$ cat config.mk
export PLATFORM = sky130hd
export DESIGN_NAME = spi_ram_master_ctrl_flat
export DESIGN_NICKNAME = d
export VERILOG_FILES = /design/src/rtl/spi_ram_master_ctrl_pkg.sv /design/src/rtl/spi_ram_master_ctrl_if.sv /design/src/rtl/spi_ram_master_ctrl_frame_tx.sv /design/src/rtl/spi_ram_master_ctrl.sv /design/src/flat_wrapper.sv
export SDC_FILE = /design/constraint.sdc
export NUM_CORES = 1
export LEC_CHECK = 0
export ABC_CLOCK_PERIOD_IN_PS = 2300
export BUFFER_PORTS_ARGS = -buffer_cell sky130_fd_sc_hd__buf_2
export CELL_PAD_IN_SITES_DETAIL_PLACEMENT = 0
export CELL_PAD_IN_SITES_GLOBAL_PLACEMENT = 1
export CORE_MARGIN = 2
export CORE_UTILIZATION = 35
export DETAILED_ROUTE_END_ITERATION = 16
export PLACE_DENSITY = 0.62
export SLEW_MARGIN = 20
export SYNTH_ARGS = -nofsm -noshare
export SYNTH_HDL_FRONTEND = slang
export SYNTH_SLANG_ARGS = --single-unit
$ cat constraint.sdc
create_clock -name clk -period 2.3 [get_ports clk]
set_input_delay 0.115 -clock clk [delete_from_list [all_inputs] [get_ports clk]]
set_output_delay 0.115 -clock clk [all_outputs]
set_load 0.1 [all_outputs]
$ cat src/rtl/spi_ram_master_ctrl_pkg.sv
// Shared constants and state encodings for the SPI RAM master sequencer.
// The slave side decodes frames with the same op constants.
package spi_ram_master_ctrl_pkg;

   localparam logic [1:0] OP_WR_ADDR = 2'b00;
   localparam logic [1:0] OP_WR_DATA = 2'b01;
   localparam logic [1:0] OP_RD_ADDR = 2'b10;
   localparam logic [1:0] OP_RD_DATA = 2'b11;

   localparam int FRAME_BITS = 10;
   localparam int DATA_BITS  = 8;

   // Command-level sequencer: idle, one frame in flight, inter-frame gap
   typedef enum logic [1:0] {
      SEQ_IDLE,
      SEQ_FRAME,
      SEQ_GAP
   } seq_state_t;

   // Single-frame serializer phases
   typedef enum logic [2:0] {
      TX_IDLE,
      TX_SEL,
      TX_ROUTE,
      TX_SHIFT,
      TX_WAIT,
      TX_CAPTURE
   } tx_state_t;

   // Frame word layout: op in the top two bits, payload below
   function automatic logic [FRAME_BITS-1:0] make_frame(input logic [1:0]           op,
                                                        input logic [DATA_BITS-1:0] payload);
      return {op, payload};
   endfunction

endpackage

$ cat src/rtl/spi_ram_master_ctrl_if.sv
// Host command / read-return bus of the SPI RAM master sequencer.
// master = host side, slave = the sequencer.
interface spi_ram_master_ctrl_if;

   logic                                         cmd_valid;
   logic                                         cmd_ready;
   logic                                         cmd_write;
   logic [spi_ram_master_ctrl_pkg::DATA_BITS-1:0] cmd_addr;
   logic [spi_ram_master_ctrl_pkg::DATA_BITS-1:0] cmd_wdata;
   logic [spi_ram_master_ctrl_pkg::DATA_BITS-1:0] rd_data;
   logic                                         rd_valid;
   logic                                         busy;

   modport master (
      output cmd_valid, cmd_write, cmd_addr, cmd_wdata,
      input  cmd_ready, rd_data, rd_valid, busy
   );

   modport slave (
      input  cmd_valid, cmd_write, cmd_addr, cmd_wdata,
      output cmd_ready, rd_data, rd_valid, busy
   );

endinterface

$ cat src/rtl/spi_ram_master_ctrl_frame_tx.sv
// One-frame serializer: SEL, ROUTE, 10 SHIFT bits, and for read-data frames
// an RD_LAT wait followed by an 8-bit MISO capture. All outputs registered;
// done is a same-cycle strobe on the last cycle of the frame.
module spi_ram_master_ctrl_frame_tx
   import spi_ram_master_ctrl_pkg::*;
#(
   parameter int RD_LAT = 3
) (
   input  logic                  clk,
   input  logic                  rst_n,
   input  logic                  start,
   input  logic [FRAME_BITS-1:0] word,
   input  logic                  capture,
   input  logic                  miso,
   output logic                  done,
   output logic                  ss_n,
   output logic                  mosi,
   output logic [DATA_BITS-1:0]  rd_data,
   output logic                  rd_valid
);

   localparam int CNT_W = (RD_LAT > 16) ? $clog2(RD_LAT) : 4;
   localparam logic [CNT_W-1:0] SHIFT_LAST = CNT_W'(FRAME_BITS - 1);
   localparam logic [CNT_W-1:0] WAIT_LAST  = CNT_W'((RD_LAT > 0) ? RD_LAT - 1 : 0);
   localparam logic [CNT_W-1:0] CAP_LAST   = CNT_W'(DATA_BITS - 1);

   tx_state_t             state_reg, state_next;
   logic [CNT_W-1:0]      cnt_reg, cnt_next, term;
   logic [FRAME_BITS-1:0] tx_sh_reg, tx_sh_next;
   logic [DATA_BITS-1:0]  rx_sh_reg, rx_sh_next;
   logic [DATA_BITS-1:0]  rd_data_reg, rd_data_next;
   logic                  cap_reg, cap_next;
   logic                  rd_valid_reg, rd_valid_next;
   logic                  ss_n_reg, ss_n_next;
   logic                  mosi_reg, mosi_next;

   // Next state, counter and next-cycle pin values; outputs are computed for the state being entered
   always_comb begin
      state_next    = state_reg;
      done          = 1'b0;
      term          = '0;
      tx_sh_next    = tx_sh_reg;
      rx_sh_next    = rx_sh_reg;
      cap_next      = cap_reg;
      rd_data_next  = rd_data_reg;
      rd_valid_next = 1'b0;
      case (state_reg)
         TX_IDLE: begin
            if (start) begin
               state_next = TX_SEL;
               tx_sh_next = word;
               cap_next   = capture;
            end
         end
         TX_SEL:   state_next = TX_ROUTE;
         TX_ROUTE: state_next = TX_SHIFT;
         TX_SHIFT: begin
            term = SHIFT_LAST;
            if (cnt_reg == SHIFT_LAST) begin
               if (!cap_reg) begin
                  state_next = TX_IDLE;
                  done       = 1'b1;
               end else if (RD_LAT == 0) begin
                  state_next = TX_CAPTURE;
               end else begin
                  state_next = TX_WAIT;
               end
            end else begin
               tx_sh_next = {tx_sh_reg[FRAME_BITS-2:0], 1'b0};
            end
         end
         TX_WAIT: begin
            term = WAIT_LAST;
            if (cnt_reg == WAIT_LAST) state_next = TX_CAPTURE;
         end
         TX_CAPTURE: begin
            term       = CAP_LAST;
            rx_sh_next = {rx_sh_reg[DATA_BITS-2:0], miso};
            if (cnt_reg == CAP_LAST) begin
               state_next    = TX_IDLE;
               done          = 1'b1;
               rd_data_next  = rx_sh_next;
               rd_valid_next = 1'b1;
            end
         end
         default: state_next = TX_IDLE;
      endcase

      // Counter clears on every state entry and holds at the state's terminal count
      if (state_next != state_reg)
         cnt_next = '0;
      else if (cnt_reg == term)
         cnt_next = cnt_reg;
      else
         cnt_next = cnt_reg + CNT_W'(1);

      // Route bit and shift bits both come from the top of the shift register
      ss_n_next = (state_next == TX_IDLE);
      mosi_next = ((state_next == TX_ROUTE) || (state_next == TX_SHIFT)) ?
                  tx_sh_next[FRAME_BITS-1] : 1'b0;
   end

   // State and registered outputs; reset releases the bus immediately
   always_ff @(posedge clk or negedge rst_n) begin
      if (!rst_n) begin
         state_reg    <= TX_IDLE;
         cnt_reg      <= '0;
         tx_sh_reg    <= '0;
         rx_sh_reg    <= '0;
         cap_reg      <= 1'b0;
         rd_data_reg  <= '0;
         rd_valid_reg <= 1'b0;
         ss_n_reg     <= 1'b1;
         mosi_reg     <= 1'b0;
      end else begin
         state_reg    <= state_next;
         cnt_reg      <= cnt_next;
         tx_sh_reg    <= tx_sh_next;
         rx_sh_reg    <= rx_sh_next;
         cap_reg      <= cap_next;
         rd_data_reg  <= rd_data_next;
         rd_valid_reg <= rd_valid_next;
         ss_n_reg     <= ss_n_next;
         mosi_reg     <= mosi_next;
      end
   end

   assign ss_n     = ss_n_reg;
   assign mosi     = mosi_reg;
   assign rd_data  = rd_data_reg;
   assign rd_valid = rd_valid_reg;

endmodule

$ cat src/rtl/spi_ram_master_ctrl.sv
// Host-side SPI RAM transaction sequencer: accepts one command at a time and
// expands it into an address frame and a data frame separated by GAP_CYC idle
// cycles; read replies are returned through the frame serializer's capture.
module spi_ram_master_ctrl
   import spi_ram_master_ctrl_pkg::*;
#(
   parameter int RD_LAT  = 3,
   parameter int GAP_CYC = 2
) (
   input  logic                 clk,
   input  logic                 rst_n,
   spi_ram_master_ctrl_if.slave host,
   output logic                 ss_n,
   output logic                 mosi,
   input  logic                 miso
);

   localparam int GAP_W = (GAP_CYC > 2) ? $clog2(GAP_CYC) : 1;
   localparam logic [GAP_W-1:0] GAP_LAST = GAP_W'(GAP_CYC - 1);

   seq_state_t            state_reg, state_next;
   logic [GAP_W-1:0]      gcnt_reg, gcnt_next;
   logic                  write_reg, write_next;
   logic [DATA_BITS-1:0]  wdata_reg, wdata_next;
   logic                  pend_reg, pend_next;
   logic                  busy_reg;
   logic                  cmd_ready_reg;
   logic                  tx_start;
   logic                  tx_capture;
   logic                  tx_done;
   logic [FRAME_BITS-1:0] tx_word;

   // Command acceptance, frame sequencing and gap timing
   always_comb begin
      state_next = state_reg;
      write_next = write_reg;
      wdata_next = wdata_reg;
      pend_next  = pend_reg;
      tx_start   = 1'b0;
      tx_capture = 1'b0;
      tx_word    = make_frame(OP_WR_ADDR, host.cmd_addr);
      case (state_reg)
         SEQ_IDLE: begin
            if (host.cmd_valid && cmd_ready_reg) begin
               // Address goes straight into the serializer; only op and wdata are kept here
               write_next = host.cmd_write;
               wdata_next = host.cmd_wdata;
               pend_next  = 1'b1;
               tx_start   = 1'b1;
               tx_word    = make_frame(host.cmd_write ? OP_WR_ADDR : OP_RD_ADDR, host.cmd_addr);
               state_next = SEQ_FRAME;
            end
         end
         SEQ_FRAME: begin
            if (tx_done) state_next = SEQ_GAP;
         end
         SEQ_GAP: begin
            if (gcnt_reg == GAP_LAST) begin
               if (pend_reg) begin
                  pend_next  = 1'b0;
                  tx_start   = 1'b1;
                  tx_capture = !write_reg;
                  tx_word    = make_frame(write_reg ? OP_WR_DATA : OP_RD_DATA,
                                          write_reg ? wdata_reg : {DATA_BITS{1'b0}});
                  state_next = SEQ_FRAME;
               end else begin
                  state_next = SEQ_IDLE;
               end
            end
         end
         default: state_next = SEQ_IDLE;
      endcase

      if (state_next != state_reg)
         gcnt_next = '0;
      else if (gcnt_reg == GAP_LAST)
         gcnt_next = gcnt_reg;
      else
         gcnt_next = gcnt_reg + GAP_W'(1);
   end

   // Sequencer state plus registered busy/ready derived from the state being entered
   always_ff @(posedge clk or negedge rst_n) begin
      if (!rst_n) begin
         state_reg     <= SEQ_IDLE;
         gcnt_reg      <= '0;
         write_reg     <= 1'b0;
         wdata_reg     <= '0;
         pend_reg      <= 1'b0;
         busy_reg      <= 1'b0;
         cmd_ready_reg <= 1'b1;
      end else begin
         state_reg     <= state_next;
         gcnt_reg      <= gcnt_next;
         write_reg     <= write_next;
         wdata_reg     <= wdata_next;
         pend_reg      <= pend_next;
         busy_reg      <= (state_next != SEQ_IDLE);
         cmd_ready_reg <= (state_next == SEQ_IDLE);
      end
   end

   spi_ram_master_ctrl_frame_tx #(
      .RD_LAT (RD_LAT)
   ) u_frame_tx (
      .clk      (clk),
      .rst_n    (rst_n),
      .start    (tx_start),
      .word     (tx_word),
      .capture  (tx_capture),
      .miso     (miso),
      .done     (tx_done),
      .ss_n     (ss_n),
      .mosi     (mosi),
      .rd_data  (host.rd_data),
      .rd_valid (host.rd_valid)
   );

   assign host.cmd_ready = cmd_ready_reg;
   assign host.busy      = busy_reg;

endmodule

$ cat src/flat_wrapper.sv
// flat-port wrapper written by rule: the top's interface ports become plain ports
module spi_ram_master_ctrl_flat import spi_ram_master_ctrl_pkg::*;
#(
   parameter int RD_LAT  = 3,
   parameter int GAP_CYC = 2
)
  (clk, rst_n, ss_n, mosi, miso, host_cmd_valid, host_cmd_write, host_cmd_addr, host_cmd_wdata, host_cmd_ready, host_rd_data, host_rd_valid, host_busy);
  spi_ram_master_ctrl_if host_i ();
  input  logic clk;
  input  logic rst_n;
  output logic ss_n;
  output logic mosi;
  input  logic miso;
  input wire logic [$bits(host_i.cmd_valid)-1:0] host_cmd_valid;
  input wire logic [$bits(host_i.cmd_write)-1:0] host_cmd_write;
  input wire logic [$bits(host_i.cmd_addr)-1:0] host_cmd_addr;
  input wire logic [$bits(host_i.cmd_wdata)-1:0] host_cmd_wdata;
  output wire logic [$bits(host_i.cmd_ready)-1:0] host_cmd_ready;
  output wire logic [$bits(host_i.rd_data)-1:0] host_rd_data;
  output wire logic [$bits(host_i.rd_valid)-1:0] host_rd_valid;
  output wire logic [$bits(host_i.busy)-1:0] host_busy;
  assign host_i.cmd_valid = host_cmd_valid;
  assign host_i.cmd_write = host_cmd_write;
  assign host_i.cmd_addr = host_cmd_addr;
  assign host_i.cmd_wdata = host_cmd_wdata;
  assign host_cmd_ready = host_i.cmd_ready;
  assign host_rd_data = host_i.rd_data;
  assign host_rd_valid = host_i.rd_valid;
  assign host_busy = host_i.busy;
  spi_ram_master_ctrl #(.RD_LAT(RD_LAT), .GAP_CYC(GAP_CYC)) u_core (.clk(clk), .rst_n(rst_n), .host(host_i), .ss_n(ss_n), .mosi(mosi), .miso(miso));
endmodule
==> results of run 1 <==
layer usage:
layer	wire [um]	GRT usage, %
met1	2550	20.7
met2	2290	21.4
met3	184	3.32
met4	25	3.26
met5	0	0
worst reg2reg max path: cells and delay by family (launching register included):
kind | cells | cell delay [ps]
muxes | 1 | 390
adders and majority gates | 1 | 260
DFF | 1 | 540
and+or+nand+nor | 2 | 690
per-stage QoR:
step                setup slack, ps  utilization, %  hold slack [ps]  total power (W)
global placement                351            39.2              283          0.00105
detailed placement              321            39.2              294          0.00105
finish                          326            40.9             17.3          0.00165
global route                    191            40.9             15.7          0.00173
floorplan                       245               -             -181          0.00100
CTS                             305            40.9             14.3          0.00168
how the worst max path moves through the flow:
stage,start,to
2_1_floorplan,u_core.host.cmd_ready,u_core.u_frame_tx.tx_sh_reg[1]
3_3_place_gp,u_core.u_frame_tx.state_reg[1],u_core.u_frame_tx.rd_data[0]
3_5_place_dp,u_core.u_frame_tx.cnt_reg[1],u_core.u_frame_tx.rd_data[2]
4_1_cts,u_core.u_frame_tx.cnt_reg[1],u_core.u_frame_tx.rd_data[2]
5_1_grt,u_core.u_frame_tx.cnt_reg[1],u_core.u_frame_tx.ss_n
6_report,u_core.u_frame_tx.cnt_reg[1],u_core.u_frame_tx.rd_data[2]
cells by family after synthesis:
logic type,synth area share (%)
adders and majority gates,1.48
and+or+nand+nor,18.2
buffers and inverters,4.98
DFF,50.4
AOI/OAI and AO/OA,16.6
muxes,8.00
xor gates and xnor gates,0.346
cell usage after synthesis (3+ instances only):
cell type and instances:
a211o_1 3, a21oi_1 17, a221o_1 7, a22o_1 3
a32oi_1 3, and3b_1 5, buf_2 8, clkbuf_1 4
dfrtp_1 49, ha_1 3, inv_1 9, mux2_1 5
mux2_2 13, nand2_1 38, nand2b_1 4, nand3_1 8
nor2_1 8, nor2b_1 3, o21ai_0 6
power by group:
group	switching, W	internal (W)
Clock	0.000297	0.000324
Combinational	0.0000853	0.0000280
Sequential	0.00000745	0.000909
Total	0.000389	0.00126
layout make-up:
type,instances,share of cell area (%)
multi-input combinational,164,38.7
tap,99,4.24
clock inverter,3,1.50
timing repair buffer,43,8.31
sequential,51,43.8
clock buffer,5,2.36
inverter,9,1.16
==> impl_metrics.yaml, run 1 <==
outcome:
  outcome: "finished, final reports clean"
floorplan:
  initial_core_util_pct: 35.5
  fp.dieH_um: 89.1
  die_x_um: 89.1
  core_area_um2: 7140
  rows: 31
  io_pins: 34
  die_area_um2: 7940
sta:
  max_freq_mhz: 507
  slew_headroom_pct: 42.7
  period_share_pct: 85.8
  setup_viol: 0
  hold_viol: 0
  rsz0062_at_grt: "no"
  worst_slew_pin_slew_ps: 859
  slew_viol_final: 0
  post-route-min-period_ps: 1970
  finalClockSkew_ps: 6.98
  setup-tns-final_ps: 0
worst_setup_path:
  reg2regPathDepth: 4
  critical_path_peak_fanout: 10
  critical_path.top_delay_family: "simple AND/OR/NAND/NOR gates"
  reg2reg_from: "u_core.u_frame_tx.cnt_reg[1]"
  start_kind: "flop"
  cp.depth: 4
  crit_path_end_kind: "flop"
  critPathRequiredTime_ps: 2490
  cp_slowest_cell: "dfrtp_1"
  reg2reg_slack_ps: 330
  crit_type: "flop to flop"
  arrival_ps: 2170
  crit_chain: "ha_1 > and3b_1 > and2_1 > mux2_2"
  cp_num_buf_inv: 0
  max_stage_delay_ps: 540
  worstReg2RegEnd: "u_core.u_frame_tx.rd_data[2]"
grt:
  grt_pass1_vias: 1844
  grt_pass1_wl_um: 8890
  track_usage_pct: 14.2
  grt_max_degree: 39
  overflow: 0
  antenna_found_initial: 0
clock_tree:
  h-tree-depth: 2
  cts_setup_buffers: 0
  clkSinkCount: 51
  numCtsBuffers: 5
  cts_root_buf: "clkbuf_8"
  clock_path_buffers: 2
  path_clk_slew_ps: 90
  clk_latency_ps: 300
  cts_resized: 0
  cts_hold_buf: 1
  cts_tree: "done"
cells_and_area:
  layout.nets: 298
  multi_input_area_um2: 1130
  drive_above_1_share_pct: 26.5
  regArea_um2: 1280
  largest_reg_flops: 10
  final_cell_mix: "dfrtp_1 (49), nand2_1 (38), buf_2 (33)"
  synthToLayoutAreaGrowth_pct: 15.3
  finalNonFillerCells: 374
  fill_cells: 734
  final_common_cell: "dfrtp_1"
  fin_area_um2: 2920
  diodes: 0
route:
  ant_nets: 0
  routed_via_density: 4.99
  drt-initial-drc-count: 166
  wl_um: 5040
  wl_per_cell_um: 13.5
  drt_first_pass_iters: 4
  drc_errors: 0
  vias: 1866
yosys:
  netlist_area_um2: 2530
  synth_nets: 264
  syn_inst: 240
  netlist.area_leader.share_pct: 48.4
  synth.avg_cell_area_um2: 10.6
  synthFlopType: "dfrtp_1"
  yosysUniqueCellTypes: 53
  ys_top_cells_by_area: "dfrtp_1 (48%), mux2_2 (5.8%), nand2_1 (5.6%)"
  yosysSeqAreaShare_pct: 50.4
  synth-edff-count: 0
  yosysWarnings: 0
  synthArstFlopShare_pct: 100
  yosys.area.top_type: "dfrtp_1"
  synth_seq_cells: 51
run:
  maxCapViolCount: 0
worst_hold_path:
  hold_end: "u_core.u_frame_tx.rx_sh_reg[0]"
  worstHoldPathType: "primary input to flop"
  hold_start: "miso"
  hold_depth: 3
placement:
  dp_cells: 365
  port_buffers: 33
  place.gp.congestion: 0.800
  post_dp_cell_area_um2: 2800
  hpwlAfterDp_um: 3590
power:
  cellPowerDensity_nw_per_um2: 565
  p_leak_nw: 1.44
  ir_drop_mv: 0.270
(Power assumes the default switching activity.)
==> run 2, diff against run 1 <==
ABC_AREA = 1   (was unset)
PLACE_DENSITY = 0.65   (was 0.62)
==> run 2 against run 1 <==
Compared with the run above:
- flip-flop and latch count unchanged
- design area down 0.56%
- clock-buffer cell count up 2
- global-route usage up 0.17 points
- core utilization up 1.4 points
- maximum frequency up 18%
==> impl_metrics.yaml, run 2 <==
worst_hold_path:
  worstHoldPathType: "primary input to flop"
  hold_start: "host_cmd_wdata[2]"
clock_tree:
  path_clk_slew_ps: 90
  h-tree-depth: 2
  cts_tree: "done"
  clkSinkCount: 51
  clk_latency_ps: 300
  numCtsBuffers: 5
  cts_resized: 0
  cts_root_buf: "clkbuf_8"
  clock_path_buffers: 2
yosys:
  synth_compound_area_share_pct: 13.4
  ys_top_cells_by_count: "nand2_1 (86), dfrtp_1 (49), inv_1 (42)"
  synth-edff-count: 0
  synth_xor_area_share_pct: 0.349
  synth_top_family_by_area: "simple AND/OR/NAND/NOR gates"
  synth_nets: 326
  muxShareOfSynthArea_pct: 0
  synthFlopType: "dfrtp_1"
  yosysMostFrequentCell: "nand2_1"
  yosysUniqueCellTypes: 31
  yosysSeqAreaShare_pct: 51.0
  synthAdderAreaFrac_pct: 1.50
  synth.avg_cell_area_um2: 8.31
  netlist_area_um2: 2510
  synth-simple-area-share_pct: 25.0
  syn_inst: 302
  ys_top_cells_by_area: "dfrtp_1 (49%), nand2_1 (13%), o21ai_0 (6.8%)"
  synth_seq_cells: 51
  yosys.area.top_type: "dfrtp_1"
  synthArstFlopShare_pct: 100
  netlist.area_leader.share_pct: 48.9
  yosysWarnings: 0
floorplan:
  rows: 30
  core_area_um2: 6870
  die_area_um2: 7860
  io_pins: 34
  initial_core_util_pct: 36.5
  fp.dieH_um: 88.7
  die_x_um: 88.7
worst_setup_path:
  crit_type: "flop to flop"
  reg2reg_from: "u_core.state_reg[0]"
  start_kind: "flop"
  critical_path_peak_fanout: 11
  crit_path_end_kind: "flop"
  critPathRequiredTime_ps: 2500
  arrival_ps: 1870
  critPathLaunch: "u_core.state_reg[0]"
outcome:
  outcome: "finished, final reports clean"
cells_and_area:
  final_cell_mix: "nand2_1 (86), dfrtp_1 (49), inv_1 (42)"
  final_util_pct: 42.3
  synthToLayoutAreaGrowth_pct: 15.8
  finalNonFillerCells: 438
  drive_above_1_share_pct: 20.2
  layout.nets: 365
  diodes: 0
  fill_cells: 736
  regArea_um2: 1280
  fin_area_um2: 2910
  largest_reg_flops: 10
  multi_input_area_um2: 1010
  final_common_cell: "nand2_1"
grt:
  grt_pass1_vias: 1860
  antenna_found_initial: 0
  grt_max_degree: 42
  track_usage_pct: 14.3
  overflow: 0
  grt_pass1_wl_um: 8680
run:
  maxCapViolCount: 0
route:
  drt-initial-drc-count: 64
  wl_um: 4990
  drt_first_pass_iters: 4
  ant_nets: 0
  wl_per_cell_um: 11.4
  drc_errors: 0
  routed_via_density: 4.52
  vias: 1980
sta:
  hold_viol: 0
  worst_slew_pin_slew_ps: 905
  rsz0062_at_grt: "no"
  finalClockSkew_ps: 4.15
  post-route-min-period_ps: 1680
  slew_viol_final: 0
  setup-tns-final_ps: 0
  period_share_pct: 72.9
  setup_slack_ps: 624
  slew_headroom_pct: 39.7
  max_freq_mhz: 597
  setup_viol: 0
power:
  cellPowerDensity_nw_per_um2: 983
  ir_drop_mv: 0.362
  p_leak_nw: 1.50
placement:
  dp_cells: 426
  post_dp_cell_area_um2: 2760
  place.gp.congestion: 0.768
  post-place-ws_ps: 613
  port_buffers: 33
  hpwlAfterDp_um: 3740
[run 2: cell count changes after synthesis, sizes merged, moves of 9 or more]
cell | previous run | this run
mux2 | 18 | 0
a21oi | 17 | 5
inv | 9 | 45
o21ai | 7 | 38
nand2 | 39 | 96
o221ai | 0 | 9
nor2 | 8 | 21
[run 2: stage by stage]
step | total power, W | hold WS [ps]
2_1_floorplan | 0.00207 | -181
3_3_place_gp | 0.00233 | 309
3_5_place_dp | 0.00232 | 312
4_1_cts | 0.00290 | 2.70
5_1_grt | 0.00312 | 20.2
6_report | 0.00286 | 11.5
[run 2: worst paths after layout]
| path | cells after the start | end | slack (ps) |
|---|---|---|---|
| max reg2reg | 8 | u_core.u_frame_tx.cnt_reg[2] | 620 |
| max in group asynchronous | 3 | u_core.u_frame_tx.rx_sh_reg[0] | 1190 |
| min in group asynchronous | 2 | u_core.u_frame_tx.rx_sh_reg[4] | 470 |
| max | 8 | u_core.u_frame_tx.cnt_reg[2] | 620 |
| min | 3 | u_core.wdata_reg[2] | 10 |
| min reg2reg | 2 | u_core.u_frame_tx.tx_sh_reg[9] | 470 |
[run 2: per-layer routing]
metal	GRT usage, %	wire length, um
met1	19.5	2420
met2	22.5	2320
met3	3.08	170
met4	5.37	80
met5	0	0
[run 2: cells by family (layout without fill, tap and decap cells)]
logic type               Yosys count  after routing
XOR/XNOR                           1              1
AO/OA/AOI/OAI                     56             56
adder cells (fa/ha/maj)            3              3
buffers and inverters             53             93
AND/OR/NAND/NOR                  138            138
flip-flops                        51             51
[run 2: where the power goes]
group | internal (W) | leakage [nW] | switching [W] | total, W
Sequential | 0.00108 | 0.648 | 0.000149 | 0.00122
Combinational | 0.000332 | 0.799 | 0.000735 | 0.00107
Clock | 0.000274 | 0.0505 | 0.000292 | 0.000566
[run 2: final cells by class]
class / instances / share of cell area, %
timing repair buffer: 39 / 7.58
clock buffer: 7 / 3.32
inverter: 46 / 5.94
multi-input combinational: 198 / 34.8
tap: 96 / 4.13
clock inverter: 1 / 0.258
sequential: 51 / 44.0
[run 2: repair_timing]
item,CTS,global route
endpoints found under the hold margin,40,0
hold buffers,4,0
endpoints found under the setup margin,0,0
buffers inserted,0,0
[run 2: worst max-delay path, cell delays in order (launching register included)]
cell and delay [ps]:
dfrtp_1 430, nor2_1 230, nand2_2 160, nand2_2 120, nand2_2 170, nand3_1 180
nand2_1 120, nand4_1 110, nand2_1 50
